File: src/rtl/aes_pkg.sv
// Shared AES types for the byte-serial datapath: byte/state typedefs and the
// SubBytes collector FSM encoding.
package aes_pkg;

    localparam int AES_NB_BYTES = 16;

    typedef logic [7:0] byte_t;
    typedef byte_t [15:0] state_t;

    typedef enum logic [1:0] {
        IDLE  = 2'd0,
        FETCH = 2'd1,
        DRAIN = 2'd2,
        DONE  = 2'd3
    } sbox_fsm_e;

endpackage

File: src/rtl/sbox_rom.sv
// FIPS-197 forward S-box with a single registered read port.
// Also intended for the key-expansion SubWord path.
module sbox_rom
    import aes_pkg::*;
(
    input  logic  clk,
    input  logic  resetn,
    input  byte_t addr,
    output byte_t q
);

    localparam byte_t SBOX [256] = '{
        8'h63, 8'h7c, 8'h77, 8'h7b, 8'hf2, 8'h6b, 8'h6f, 8'hc5, 8'h30, 8'h01, 8'h67, 8'h2b, 8'hfe, 8'hd7, 8'hab, 8'h76,
        8'hca, 8'h82, 8'hc9, 8'h7d, 8'hfa, 8'h59, 8'h47, 8'hf0, 8'had, 8'hd4, 8'ha2, 8'haf, 8'h9c, 8'ha4, 8'h72, 8'hc0,
        8'hb7, 8'hfd, 8'h93, 8'h26, 8'h36, 8'h3f, 8'hf7, 8'hcc, 8'h34, 8'ha5, 8'he5, 8'hf1, 8'h71, 8'hd8, 8'h31, 8'h15,
        8'h04, 8'hc7, 8'h23, 8'hc3, 8'h18, 8'h96, 8'h05, 8'h9a, 8'h07, 8'h12, 8'h80, 8'he2, 8'heb, 8'h27, 8'hb2, 8'h75,
        8'h09, 8'h83, 8'h2c, 8'h1a, 8'h1b, 8'h6e, 8'h5a, 8'ha0, 8'h52, 8'h3b, 8'hd6, 8'hb3, 8'h29, 8'he3, 8'h2f, 8'h84,
        8'h53, 8'hd1, 8'h00, 8'hed, 8'h20, 8'hfc, 8'hb1, 8'h5b, 8'h6a, 8'hcb, 8'hbe, 8'h39, 8'h4a, 8'h4c, 8'h58, 8'hcf,
        8'hd0, 8'hef, 8'haa, 8'hfb, 8'h43, 8'h4d, 8'h33, 8'h85, 8'h45, 8'hf9, 8'h02, 8'h7f, 8'h50, 8'h3c, 8'h9f, 8'ha8,
        8'h51, 8'ha3, 8'h40, 8'h8f, 8'h92, 8'h9d, 8'h38, 8'hf5, 8'hbc, 8'hb6, 8'hda, 8'h21, 8'h10, 8'hff, 8'hf3, 8'hd2,
        8'hcd, 8'h0c, 8'h13, 8'hec, 8'h5f, 8'h97, 8'h44, 8'h17, 8'hc4, 8'ha7, 8'h7e, 8'h3d, 8'h64, 8'h5d, 8'h19, 8'h73,
        8'h60, 8'h81, 8'h4f, 8'hdc, 8'h22, 8'h2a, 8'h90, 8'h88, 8'h46, 8'hee, 8'hb8, 8'h14, 8'hde, 8'h5e, 8'h0b, 8'hdb,
        8'he0, 8'h32, 8'h3a, 8'h0a, 8'h49, 8'h06, 8'h24, 8'h5c, 8'hc2, 8'hd3, 8'hac, 8'h62, 8'h91, 8'h95, 8'he4, 8'h79,
        8'he7, 8'hc8, 8'h37, 8'h6d, 8'h8d, 8'hd5, 8'h4e, 8'ha9, 8'h6c, 8'h56, 8'hf4, 8'hea, 8'h65, 8'h7a, 8'hae, 8'h08,
        8'hba, 8'h78, 8'h25, 8'h2e, 8'h1c, 8'ha6, 8'hb4, 8'hc6, 8'he8, 8'hdd, 8'h74, 8'h1f, 8'h4b, 8'hbd, 8'h8b, 8'h8a,
        8'h70, 8'h3e, 8'hb5, 8'h66, 8'h48, 8'h03, 8'hf6, 8'h0e, 8'h61, 8'h35, 8'h57, 8'hb9, 8'h86, 8'hc1, 8'h1d, 8'h9e,
        8'he1, 8'hf8, 8'h98, 8'h11, 8'h69, 8'hd9, 8'h8e, 8'h94, 8'h9b, 8'h1e, 8'h87, 8'he9, 8'hce, 8'h55, 8'h28, 8'hdf,
        8'h8c, 8'ha1, 8'h89, 8'h0d, 8'hbf, 8'he6, 8'h42, 8'h68, 8'h41, 8'h99, 8'h2d, 8'h0f, 8'hb0, 8'h54, 8'hbb, 8'h16
    };

    always_ff @(posedge clk or negedge resetn) begin
        if (!resetn) q <= '0;
        else         q <= SBOX[addr];
    end

endmodule

File: src/rtl/sub_bytes_collector.sv
// Byte-serial SubBytes: pulls 16 bytes from the upstream PISO register,
// substitutes each through a registered S-box and reassembles the state.
module sub_bytes_collector
    import aes_pkg::*;
#(
    parameter int N  = AES_NB_BYTES,
    parameter int BW = 8
) (
    input  logic                  clk,
    input  logic                  resetn,
    input  logic                  start,
    input  logic [BW-1:0]         byte_in,
    output logic                  req_fifo,
    output logic [N-1:0][BW-1:0]  out_state,
    output logic                  out_valid,
    input  logic                  out_ack,
    output logic                  busy,
    output logic                  start_err
);

    localparam int CW = $clog2(N);

    sbox_fsm_e     state, state_nxt;
    logic [CW-1:0] rd_cnt;
    logic [CW-1:0] wr_idx;
    logic          rom_vld;
    byte_t         rom_q;

    sbox_rom u_sbox_rom (
        .clk    (clk),
        .resetn (resetn),
        .addr   (byte_in),
        .q      (rom_q)
    );

    always_comb begin
        state_nxt = state;
        req_fifo  = 1'b0;
        case (state)
            IDLE:  if (start) state_nxt = FETCH;
            FETCH: begin
                req_fifo = 1'b1;
                if (rd_cnt == CW'(N - 1)) state_nxt = DRAIN;
            end
            DRAIN: state_nxt = DONE;
            DONE:  if (out_ack) state_nxt = IDLE;
            default: state_nxt = IDLE;
        endcase
    end

    assign busy = (state != IDLE);

    // The ROM result trails its read by one edge, so the write index trails rd_cnt too.
    always_ff @(posedge clk or negedge resetn) begin
        if (!resetn) begin
            state     <= IDLE;
            rd_cnt    <= '0;
            wr_idx    <= '0;
            rom_vld   <= 1'b0;
            out_state <= '0;
            out_valid <= 1'b0;
            start_err <= 1'b0;
        end else begin
            state     <= state_nxt;
            rom_vld   <= (state == FETCH);
            start_err <= start && (state != IDLE);

            if (state == FETCH) begin
                wr_idx <= rd_cnt;
                rd_cnt <= (rd_cnt == CW'(N - 1)) ? '0 : rd_cnt + CW'(1);
            end else begin
                rd_cnt <= '0;
            end

            if (rom_vld) out_state[wr_idx] <= rom_q;

            if (state == DRAIN)                out_valid <= 1'b1;
            else if (state == DONE && out_ack) out_valid <= 1'b0;
        end
    end

endmodule

File: config.mk
export PLATFORM = sky130hd
export DESIGN_NAME = sub_bytes_collector
export DESIGN_NICKNAME = d
export VERILOG_FILES = /design/src/rtl/aes_pkg.sv /design/src/rtl/sbox_rom.sv /design/src/rtl/sub_bytes_collector.sv
export SDC_FILE = /design/constraint.sdc
export NUM_CORES = 1
export LEC_CHECK = 0
export BUFFER_PORTS_ARGS = -buffer_cell sky130_fd_sc_hd__buf_2
export CAP_MARGIN = 0
export CORE_MARGIN = 5
export CORE_UTILIZATION = 58
export DETAILED_ROUTE_END_ITERATION = 6
export GPL_ROUTABILITY_DRIVEN = 0
export HOLD_SLACK_MARGIN = 0.12
export PLACE_DENSITY_LB_ADDON = 0.2
export SYNTH_ARGS = -nofsm -noshare
export SYNTH_HDL_FRONTEND = slang
export SYNTH_SLANG_ARGS = --single-unit
File: constraint.sdc
create_clock -name clk -period 2.15 [get_ports clk]
set_input_delay 0.43 -clock clk [delete_from_list [all_inputs] [get_ports clk]]
set_output_delay 0.43 -clock clk [all_outputs]
set_load 0.005 [all_outputs]
==> results.py <==
metrics = {
    "place": {
        "hpwl_mm": 22.0,
        "numPortBuffers": 143,
        "placed_cells": 1282,
    },
    "yosys": {
        "syn-cell-area_sq_um": 8900,
        "synth_cell_types": 64,
        "yosysSeqAreaShare": 0.419,
        "syn_nets": 892,
        "synth_top_cell_by_area": "dfrtp_1",
        "synth_edf_count": 0,
        "async_reset_ff_frac": 1.00,
        "ys_ff_latch": 149,
        "synthCells": 860,
        "synthFlopType": "dfrtp_1",
        "ys.warnings.count": 0,
        "avgSynthCellArea_sq_um": 10.4,
        "synth_top_cells_by_area": "dfrtp_1 (42%), mux2_2 (17%), o21ai_0 (2.9%)",
        "yosysTopAreaCellShare": 0.419,
    },
    "layout": {
        "ff_latch_area_sq_um": 3730,
        "antenna_cells": 0,
        "multiInputGateArea_sq_um": 4760,
        "area_delta_synth_final_pct": 30.4,
        "final_util": 0.766,
        "stdcell_count": 1315,
        "finalNetCount": 1146,
        "nFillCells": 983,
        "final_layout_size_suffix_gt1_frac": 0.459,
    },
    "power": {
        "static-leakage-power_nw": 5.85,
        "powerDensity_nw_per_um2": 772,
        "worst_ir_drop_vdd_v": 0.000647,
    },
    "grt": {
        "antenna_found_initial": 0,
        "grt_max_degree": 59,
        "track_usage": 0.348,
        "grt_pass1_vias": 8717,
        "grt_overflow": 0,
        "grt_first_pass_wirelength_mm": 48.5,
    },
    "flow_run": {
        "max-cap-violations": 0,
    },
    "route": {
        "drt-total-wl_mm": 31.3,
        "drcViolationCount": 37,
        "vias": 8747,
        "wl_per_cell_microns": 23.8,
        "drt_iter0_drc": 1435,
        "vias_per_cell": 6.65,
        "dr.pass1.iters": 7,
        "drtAntennaViolNets": 0,
    },
    "sta": {
        "relSlewSlack": 0.465,
        "grt_setup_unrepaired": "true",
        "fmax_mhz": 476,
        "finalCritPeriodShare": 0.977,
        "worst_slew_pin_slew_ns": 0.803,
        "maxSlewViolCount": 0,
        "fin_skew_ns": 0.00621,
        "setup_viol": 0,
        "hold_viol": 0,
        "min_period_ns": 2.10,
    },
    "clock_tree": {
        "post_cts_buffers": 0,
        "clk_pin_slew_ns": 0.06,
        "htreeDepth": 4,
        "cts_tree": "done",
        "clock_latency_ns": 0.42,
        "clock_path_buffers": 2,
        "cts-root-buf": "clkbuf_16",
        "clock-sinks": 149,
        "numCtsBuffers": 17,
    },
    "hold_path": {
        "hp-start": "start",
        "hold_path_depth": 2,
        "hold_class": "primary input to flop",
        "holdPathEnd": "start_err$_DFF_PN0_",
    },
    "die": {
        "num_rows": 45,
        "initial_core_util": 0.588,
        "ios": 144,
        "core_sq_um": 15100,
        "die_w_microns": 134,
        "die_h_microns": 134,
        "dieArea_sq_um": 17900,
    },
    "critical_path": {
        "crit_path_max_fanout": 10,
        "timing.critical_path.mode_cell": "mux4_2",
        "r2r_setup_slack_ns": 0.14,
        "rr_startpoint": "wr_idx[0]$_DFFE_PN0N_",
        "r2r_end": "out_state[85]$_DFFE_PN0P_",
        "reg2reg_depth": 4,
        "crit_path_start_kind": "primary input",
        "critPathRequiredTime_ns": 2.46,
        "path_cells": "buf_2, buf_4, ha_1, mux4_2, mux4_2, nor2_1, a31oi_1, mux2_4",
        "cp_slowest_stage_delay_ns": 0.48,
        "crit_path_end_kind": "flop",
        "critPathSlowestCell": "mux4_2",
        "arrival_ns": 2.41,
        "critical_path_class": "primary input to flop",
    },
    "status": {
        "violations": "design-rule violations",
        "status": "complete, but fails checks",
    },
}
[sequential cells by signal (all words and copies together), names as in the netlist]
register and count:
start_err 1, rd_cnt 4, rom_vld 1, out_valid 1, state 2, wr_idx 4
u_sbox_rom.q 8, out_state 128
[worst max-delay path: cells and delay by family]
| family | cells | cell delay [ns] |
|---|---|---|
| compound gates | 1 | 0.08 |
| buf+inv | 2 | 0.29 |
| fa+ha+maj | 1 | 0.26 |
| mux | 3 | 1.23 |
| simple gates | 1 | 0.12 |
[per-layer routing]
| metal | track usage | routed length [microns] |
|---|---|---|
| met5 | 0 | 0 |
| met4 | 0.203 | 1930 |
| met2 | 0.532 | 14000 |
| met3 | 0.0938 | 3730 |
| met1 | 0.446 | 11600 |
[metrics by stage]
stage	setup TNS (ns)	worst slack [ns]	hold WS (ns)	total power [mW]	cell area (sq um)
after global routing	-0.00646	-0.00646	0.259	9.34	11600
after global placement	-2.17	-0.469	0.355	5.80	11000
final	0	0.0502	0.257	8.96	11600
after floorplan	-0.281	-0.136	0.134	4.78	8970
after CTS	0	0.0321	0.240	8.94	11600
after detailed placement	-2.32	-0.494	0.357	5.88	11000
[Yosys cell counts (19+ instances only)]
cell type,n
nor2_1,46
mux2_2,133
nor2b_1,19
dfrtp_1,149
nand2b_1,29
ha_1,20
o21ai_0,51
a21oi_1,41
buf_2,30
nand2_1,45
clkbuf_1,44
nand3_1,24
nor3_1,20
[power by group]
part	internal [mW]	leakage [nW]	total (mW)	switching, mW
clock network	1.83	0.296	3.02	1.20
logic	1.16	3.54	2.37	1.21
registers	3.20	2.01	3.57	0.371
[cell type report]
cell class | count | area share
Clock buffer | 21 | 0.0405
Clock inverter | 11 | 0.0119
Inverter | 16 | 0.00560
Timing Repair Buffer | 319 | 0.190
Tap cell | 188 | 0.0203
Multi-Input combinational cell | 611 | 0.410
Sequential cell | 149 | 0.321
[cells by family (layout without fill, tap and decap cells)]
logic type | count (synthesis) | after routing | synth area share
xor gates and xnor gates | 3 | 3 | 0.00295
buffers and inverters | 100 | 367 | 0.0517
and+or+nand+nor | 212 | 212 | 0.119
adders and majority gates | 20 | 20 | 0.0281
AOI/OAI and AO/OA | 224 | 224 | 0.174
DFF | 149 | 149 | 0.419
muxes | 152 | 152 | 0.206
[layout by cell type, fill, tap and decap left out, types with 5 or more instances in the layout]
cell,netlist,layout
a211oi_1,10,10
a21oi_1,41,40
a221oi_1,7,7
a311o_1,6,6
a311oi_1,8,8
a31o_2,5,5
a31oi_1,16,16
and2_1,8,7
buf_12,0,13
buf_2,30,141
buf_4,0,163
clkbuf_16,0,17
dfrtp_1,149,149
ha_1,20,17
inv_1,13,12
inv_6,0,5
mux2_2,133,133
mux2i_1,7,7
mux4_2,11,11
nand2_1,45,45
nand2b_1,29,27
nand3_1,24,24
nor2_1,46,46
nor2b_1,19,18
nor3_1,20,20
o211a_1,7,7
o211ai_1,9,9
o21ai_0,51,49
o311ai_0,15,12
[worst max-delay path by stage]
stage               start                        end  slack (ns)  cells past startpoint
2_1_floorplan  byte_in[1]  u_sbox_rom.q[2]$_DFF_PN0_       -0.14                      8
3_3_place_gp   byte_in[2]  u_sbox_rom.q[3]$_DFF_PN0_       -0.47                      9
3_5_place_dp   byte_in[2]  u_sbox_rom.q[3]$_DFF_PN0_       -0.49                      9
4_1_cts        byte_in[2]  u_sbox_rom.q[3]$_DFF_PN0_        0.03                      9
5_1_grt        byte_in[0]  u_sbox_rom.q[4]$_DFF_PN0_      -0.006                     10
6_report       byte_in[0]  u_sbox_rom.q[2]$_DFF_PN0_        0.05                      8
[timing repair]
action | in CTS | in global routing
hold endpoints to repair | 36 | 0
hold buffers | 1 | 0
setup endpoints to repair | 1 | 4
resized for setup | 1 | 13
pin swaps | 0 | 1
(Power assumes the default switching activity.)
